--- src/rtl/tomasulo_pkg.sv ---
// rtl/tomasulo_pkg.sv - shared opcodes, tag encoding, FSM states and operand helpers
package tomasulo_pkg;

  localparam int TAG_W = 3;
  localparam logic [TAG_W-1:0] READY = '0;

  localparam logic [3:0] OP_ADD = 4'b0000;
  localparam logic [3:0] OP_SUB = 4'b0001;
  localparam logic [3:0] OP_MUL = 4'b0100;

  localparam logic [1:0] S_FETCH = 2'd0;
  localparam logic [1:0] S_WAIT  = 2'd1;
  localparam logic [1:0] S_HOLD  = 2'd2;
  localparam logic [1:0] S_STOP  = 2'd3;

  typedef enum logic [1:0] {
    CLS_ADD,
    CLS_MUL,
    CLS_ILLEGAL
  } op_class_t;

  typedef struct packed {
    logic [15:0]      value;
    logic [TAG_W-1:0] tag;
  } operand_t;

  // Anything outside the three known opcodes (X/Z included) falls to illegal.
  function automatic op_class_t classify(input logic [3:0] op);
    case (op)
      OP_ADD, OP_SUB: return CLS_ADD;
      OP_MUL:         return CLS_MUL;
      default:        return CLS_ILLEGAL;
    endcase
  endfunction

  // Ready register wins, then a same-cycle CDB forward, else wait on the producer tag.
  function automatic operand_t resolve(input logic [TAG_W-1:0] status_tag,
                                       input logic [15:0]      rf_data,
                                       input logic             cdb_valid,
                                       input logic [TAG_W-1:0] cdb_tag,
                                       input logic [15:0]      cdb_data);
    operand_t r;
    if (status_tag == READY) begin
      r.value = rf_data;
      r.tag   = READY;
    end else if (cdb_valid && (cdb_tag == status_tag)) begin
      r.value = cdb_data;
      r.tag   = READY;
    end else begin
      r.value = '0;
      r.tag   = status_tag;
    end
    return r;
  endfunction

endpackage

--- src/rtl/reg_status.sv ---
// rtl/reg_status.sv - register status table: producer tag per architectural register
module reg_status
  import tomasulo_pkg::*;
(
  input  logic             Clock,
  input  logic             Resetn,
  input  logic [2:0]       addr_j,
  input  logic [2:0]       addr_k,
  output logic [TAG_W-1:0] tag_j,
  output logic [TAG_W-1:0] tag_k,
  input  logic             wr_en,
  input  logic [2:0]       wr_addr,
  input  logic [TAG_W-1:0] wr_tag,
  input  logic             clr_en,
  input  logic [TAG_W-1:0] clr_tag
);

  logic [TAG_W-1:0] status [8];

  // Reads see the pre-edge table, so an instruction whose rd matches a source sees the old tag.
  assign tag_j = status[addr_j];
  assign tag_k = status[addr_k];

  always_ff @(posedge Clock or negedge Resetn) begin
    if (!Resetn) begin
      for (int i = 0; i < 8; i++) status[i] <= READY;
    end else begin
      for (int i = 0; i < 8; i++) begin
        if (wr_en && (wr_addr == 3'(i))) status[i] <= wr_tag;
        else if (clr_en && (status[i] == clr_tag)) status[i] <= READY;
      end
    end
  end

endmodule

--- src/rtl/issue_unit.sv ---
// rtl/issue_unit.sv - in-order issue stage dispatching to add/mul reservation stations
module issue_unit
  import tomasulo_pkg::*;
#(
  parameter int ADD_RS = 3,
  parameter int MUL_RS = 2
) (
  input  logic              Clock,
  input  logic              Resetn,
  input  logic              enableIn,
  input  logic [15:0]       instructionIn,
  output logic              disponivel,
  input  logic [ADD_RS-1:0] addFree,
  input  logic [MUL_RS-1:0] mulFree,
  output logic [2:0]        rfAddrJ,
  output logic [2:0]        rfAddrK,
  input  logic [15:0]       rfDataJ,
  input  logic [15:0]       rfDataK,
  input  logic              cdbValid,
  input  logic [TAG_W-1:0]  cdbTag,
  input  logic [15:0]       cdbData,
  output logic              issueAdd,
  output logic              issueMul,
  output logic [TAG_W-1:0]  issueTag,
  output logic [3:0]        issueOp,
  output logic [15:0]       Vj,
  output logic [15:0]       Vk,
  output logic [TAG_W-1:0]  Qj,
  output logic [TAG_W-1:0]  Qk
);

  logic [1:0]       state, state_nxt;
  logic [15:0]      instr_q;
  logic [2:0]       rd;
  logic [TAG_W-1:0] tag_j, tag_k, add_tag, mul_tag;
  logic             add_avail, mul_avail, dispatch;
  op_class_t        op_class;
  operand_t         src_j, src_k;
  logic             unused_hi;

  assign issueOp   = instr_q[3:0];
  assign rfAddrK   = instr_q[6:4];
  assign rfAddrJ   = instr_q[9:7];
  assign rd        = instr_q[12:10];
  assign unused_hi = ^instr_q[15:13];
  assign op_class  = classify(issueOp);

  always_ff @(posedge Clock or negedge Resetn) begin
    if (!Resetn) begin
      state   <= S_FETCH;
      instr_q <= '0;
    end else begin
      state <= state_nxt;
      if ((state == S_WAIT) && enableIn) instr_q <= instructionIn;
    end
  end

  always_comb begin
    state_nxt = state;
    case (state)
      S_FETCH: state_nxt = S_WAIT;
      S_WAIT:  if (enableIn) state_nxt = S_HOLD;
      S_HOLD: begin
        if (op_class == CLS_ILLEGAL) state_nxt = S_STOP;
        else if (dispatch)           state_nxt = S_FETCH;
      end
      default: state_nxt = S_STOP;
    endcase
  end

  // Scan downward so the lowest-index free station is the last assignment and wins.
  always_comb begin
    add_avail = 1'b0;
    add_tag   = READY;
    for (int i = ADD_RS - 1; i >= 0; i--) begin
      if (addFree[i]) begin
        add_avail = 1'b1;
        add_tag   = TAG_W'(i + 1);
      end
    end
    mul_avail = 1'b0;
    mul_tag   = READY;
    for (int j = MUL_RS - 1; j >= 0; j--) begin
      if (mulFree[j]) begin
        mul_avail = 1'b1;
        mul_tag   = TAG_W'(ADD_RS + 1 + j);
      end
    end
  end

  assign issueAdd   = (state == S_HOLD) && (op_class == CLS_ADD) && add_avail;
  assign issueMul   = (state == S_HOLD) && (op_class == CLS_MUL) && mul_avail;
  assign dispatch   = issueAdd || issueMul;
  assign issueTag   = issueMul ? mul_tag : (issueAdd ? add_tag : READY);
  assign disponivel = Resetn && (state == S_FETCH);

  assign src_j = resolve(tag_j, rfDataJ, cdbValid, cdbTag, cdbData);
  assign src_k = resolve(tag_k, rfDataK, cdbValid, cdbTag, cdbData);
  assign Vj    = src_j.value;
  assign Qj    = src_j.tag;
  assign Vk    = src_k.value;
  assign Qk    = src_k.tag;

  reg_status u_status (
    .Clock   (Clock),
    .Resetn  (Resetn),
    .addr_j  (rfAddrJ),
    .addr_k  (rfAddrK),
    .tag_j   (tag_j),
    .tag_k   (tag_k),
    .wr_en   (dispatch),
    .wr_addr (rd),
    .wr_tag  (issueTag),
    .clr_en  (cdbValid),
    .clr_tag (cdbTag)
  );

endmodule

--- config.mk ---
export PLATFORM = sky130hd
export DESIGN_NAME = issue_unit
export DESIGN_NICKNAME = d
export VERILOG_FILES = /design/src/rtl/tomasulo_pkg.sv /design/src/rtl/reg_status.sv /design/src/rtl/issue_unit.sv
export SDC_FILE = /design/constraint.sdc
export NUM_CORES = 1
export LEC_CHECK = 0
export BUFFER_PORTS_ARGS = -buffer_cell sky130_fd_sc_hd__clkbuf_2
export CORE_ASPECT_RATIO = 1.4
export CORE_MARGIN = 1.5
export CORE_UTILIZATION = 53
export CTS_CLUSTER_DIAMETER = 150
export DETAILED_ROUTE_END_ITERATION = 10
export GPL_ROUTABILITY_DRIVEN = 1
export PLACE_DENSITY = 0.94
export SLEW_MARGIN = 20
export SYNTH_ARGS = -nofsm -noshare
export SYNTH_HDL_FRONTEND = slang
export SYNTH_HIERARCHICAL = 1
export SYNTH_SLANG_ARGS = --single-unit
--- constraint.sdc ---
create_clock -name Clock -period 7 [get_ports Clock]
set_input_delay 1.05 -clock Clock [delete_from_list [all_inputs] [get_ports Clock]]
set_output_delay 1.05 -clock Clock [all_outputs]
set_load 0.05 [all_outputs]
==> flow_summary_export.csv <==
group,metric,value,unit
die,die_w,67.6,microns
logic_synthesis,synth_seq_cells,39,
clocking,holdBufCountCts,0,
critical_path,regToRegEndpoint,"u_status/status[3]",
critical_path,endpoint_kind,"output pin",
logic_synthesis,yosysWarnings,6,
clocking,path_clk_slew,0.08,ns
critical_path,crit_end,"Vj[1]",
logic_synthesis,synth_top_flop_cell,"dfrtp_1",
route,vias,3172,
worst_hold_path,hold_path_class,"reg2reg",
clocking,clk_latency,0.30,ns
sta,drv_slew,0,
sta,finalSetupTns,0,ns
critical_path,timing.reg2reg.setup_slack,4.06,ns
placed_design,io_buffers,126,
logic_synthesis,yosysSeqAreaShare,0.315,
logic_synthesis,synth_top_area_frac,0.315,
global_routing,grt_max_degree,41,
critical_path,critPathLaunchType,"flip-flop",
logic_synthesis,synthMuxAreaShare,0.171,
logic_synthesis,synth-edff-count,0,
final_layout,drive_above_1_share,0.351,
logic_synthesis,synth_top_family_by_area,"simple AND/OR/NAND/NOR gates",
clocking,post_cts_buffers,0,
critical_path,crit_arrival,3.32,ns
clocking,htreeDepth,2,
sta,period_share,0.625,
final_layout,antenna_cells,0,
critical_path,cp.required,5.95,ns
final_layout,fill_cells,448,
route,wire_per_inst,18.0,microns
clocking,cts_buffers,5,
die,die_area,0.00632,sq mm
sta,finalSetupViolCount,0,
critical_path,reg2regPathDepth,5,
global_routing,grt_pass1_vias,2979,
logic_synthesis,synth_xor_area_frac,0.0848,
die,core_area,0.00557,sq mm
clocking,clock_path_buffers,2,
logic_synthesis,mappedNetlistNets,424,
flow_run,maxCapViolations,0,
logic_synthesis,synthesis.area,0.00310,sq mm
die,num_rows,32,
clocking,cts_tree,"built",
logic_synthesis,synth.area.top_cells,"dfrtp_1, nand2_1, mux4_1",
sta,maxSlewHeadroom,0.338,
final_layout,fin_util,0.674,
global_routing,grt_pass1_wl,13900,microns
pwr,p_per_area,313,mW/mm^2
clocking,cts_resized,0,
sta,hold_viol_final,0,
logic_synthesis,yosys.area.top_type,"dfrtp_1",
logic_synthesis,synth.avg_cell_area,8.90,sq um
logic_synthesis,synth_cells,348,
sta,fin_crit,4.37,ns
final_layout,nets,526,
logic_synthesis,yosysUniqueCellTypes,35,
critical_path,path_max_fanout,17,
critical_path,r2r-start,"state[0]",
logic_synthesis,synthAdderAreaFrac,0,
global_routing,grtUsageTotal,0.297,
route,antenna_left,0,
critical_path,cp-startpoint,"instr_q[8]",
critical_path,crit_type,"reg2out",
logic_synthesis,async_flop_share,1.00,
clocking,cts_root_buf,"clkbuf_8",
route,via_per_inst,6.12,
route,post-route-drc-count,0,
route,drtPass1Iterations,5,
pwr,p_leak,1.75,nW
clocking,clock_sinks,39,
die,dieHeight,93.5,microns
route,routed_wl,9340,microns
route,drt_iter0_markers,152,
sta,rsz0062_at_grt,"no",
sta,tightest_slew,0.984,ns
run_status,status,"complete, no violations",
placed_design,hpwl,7100,microns
logic_synthesis,synth-compound-area-share,0.126,
logic_synthesis,synth_simple_gate_area_frac,0.238,
die,ios,130,
sta,clock.fmax,0.229,GHz
placed_design,gp_congestion,0.893,
global_routing,antenna_found_initial,0,
global_routing,overflow,0,
final_layout,area_growth,21.0,%
pwr,ir_worst_vdd,0.283,mV
die,start_util,0.557,
sta,fin_skew,0.0103,ns
critical path, stage by stage, from the launching register on:
cell and delay, ns:
dfrtp_1 0.55, mux4_1 0.65, mux2_2 0.33, xnor2_1 0.18, nand4_1 0.56, o21ai_0 0.41
clkbuf_2 0.33
power breakdown:
group | internal [mW] | leakage, nW | switching, mW | total [mW]
clock | 0.105 | 0.0513 | 0.0787 | 0.183
combinational | 0.186 | 1.19 | 0.430 | 0.616
sequential | 0.267 | 0.509 | 0.105 | 0.372
total | 0.558 | 1.75 | 0.613 | 1.17
Yosys cell counts (3+ instances only):
cell type	count
mux4_1	12
nor3_1	5
inv_1	4
nand2_1	99
dfrtp_1	39
and2_1	5
nor2_1	5
and4_1	8
nor3b_1	4
o21ai_0	28
nand4_1	3
buf_2	11
nand4bb_1	3
xnor2_1	30
o21ai_1	14
a21oi_1	3
buf_4	10
mux2_2	19
clkbuf_1	6
buf_1	3
nand4b_1	3
o2bb2ai_1	15
worst min-delay path by stage:
stage | cells past startpoint | from | slack (ns) | endpoint
after floorplan | 2 | state[1] | 0.49 | state[1]
after global placement | 2 | state[1] | 0.52 | state[1]
after detailed placement | 1 | instr_q[3] | 0.53 | instr_q[3]
after CTS | 1 | instr_q[3] | 0.54 | instr_q[3]
after global routing | 1 | instr_q[3] | 0.57 | instr_q[3]
final | 1 | instr_q[3] | 0.54 | instr_q[3]
area by class of cell:
| class | instances | area [sq um] | share of cell area |
|---|---|---|---|
| clock inverter | 1 | 30.0 | 0.00801 |
| inverter | 4 | 15.0 | 0.00401 |
| tap | 68 | 85.1 | 0.0227 |
| sequential | 39 | 976 | 0.260 |
| multi-input combinational | 273 | 1930 | 0.515 |
| timing repair buffer | 127 | 638 | 0.170 |
| clock buffer | 6 | 72.6 | 0.0194 |
routing by layer:
| metal | GRT usage | vias to the layer above | routed length (microns) |
|---|---|---|---|
| met3 | 0.0638 | 38 | 1000 |
| li1 | - | 1436 | - |
| met2 | 0.509 | 226 | 4650 |
| met1 | 0.328 | 1472 | 3280 |
| met5 | 0 | - | 0 |
| met4 | 0.172 | 0 | 397 |
through the flow:
stage / cells / setup WS (ns) / total power, mW / instance area [sq um] / hold WS, ns
2_1_floorplan: 348 / 2.93 / 0.886 / 3100 / 0.489
3_3_place_gp: 511 / 3.05 / 0.970 / 3640 / 0.518
3_5_place_dp: 511 / 2.98 / 0.987 / 3640 / 0.527
4_1_cts: 518 / 2.66 / 1.17 / 3740 / 0.544
5_1_grt: 518 / 2.48 / 1.23 / 3750 / 0.566
6_report: 518 / 2.63 / 1.17 / 3750 / 0.543
cell usage in the layout, fill, tap and decap left out, types with 5 or more instances in the layout:
cell type and n:
nor2_1 5, o21ai_1 14, o2bb2ai_1 15, and2_1 5
clkbuf_2 126, nand2_1 99, xnor2_1 30, clkbuf_8 5
mux4_1 12, mux2_2 19, o21ai_0 28, and4_1 8
dfrtp_1 39
registers in the layout, summed over array words and instances, names as in the netlist:
register / count
instr_q: 13
state: 2
u_status/status: 24
logic make-up (layout without fill, tap and decap cells):
group           after synthesis  count (layout)
mux                          31              31
flops                        39              39
xor+xnor                     30              30
buf+inv                      36             138
compound gates               64              64
simple gates                148             148
Note: power is estimated with default switching activity, not from simulation.
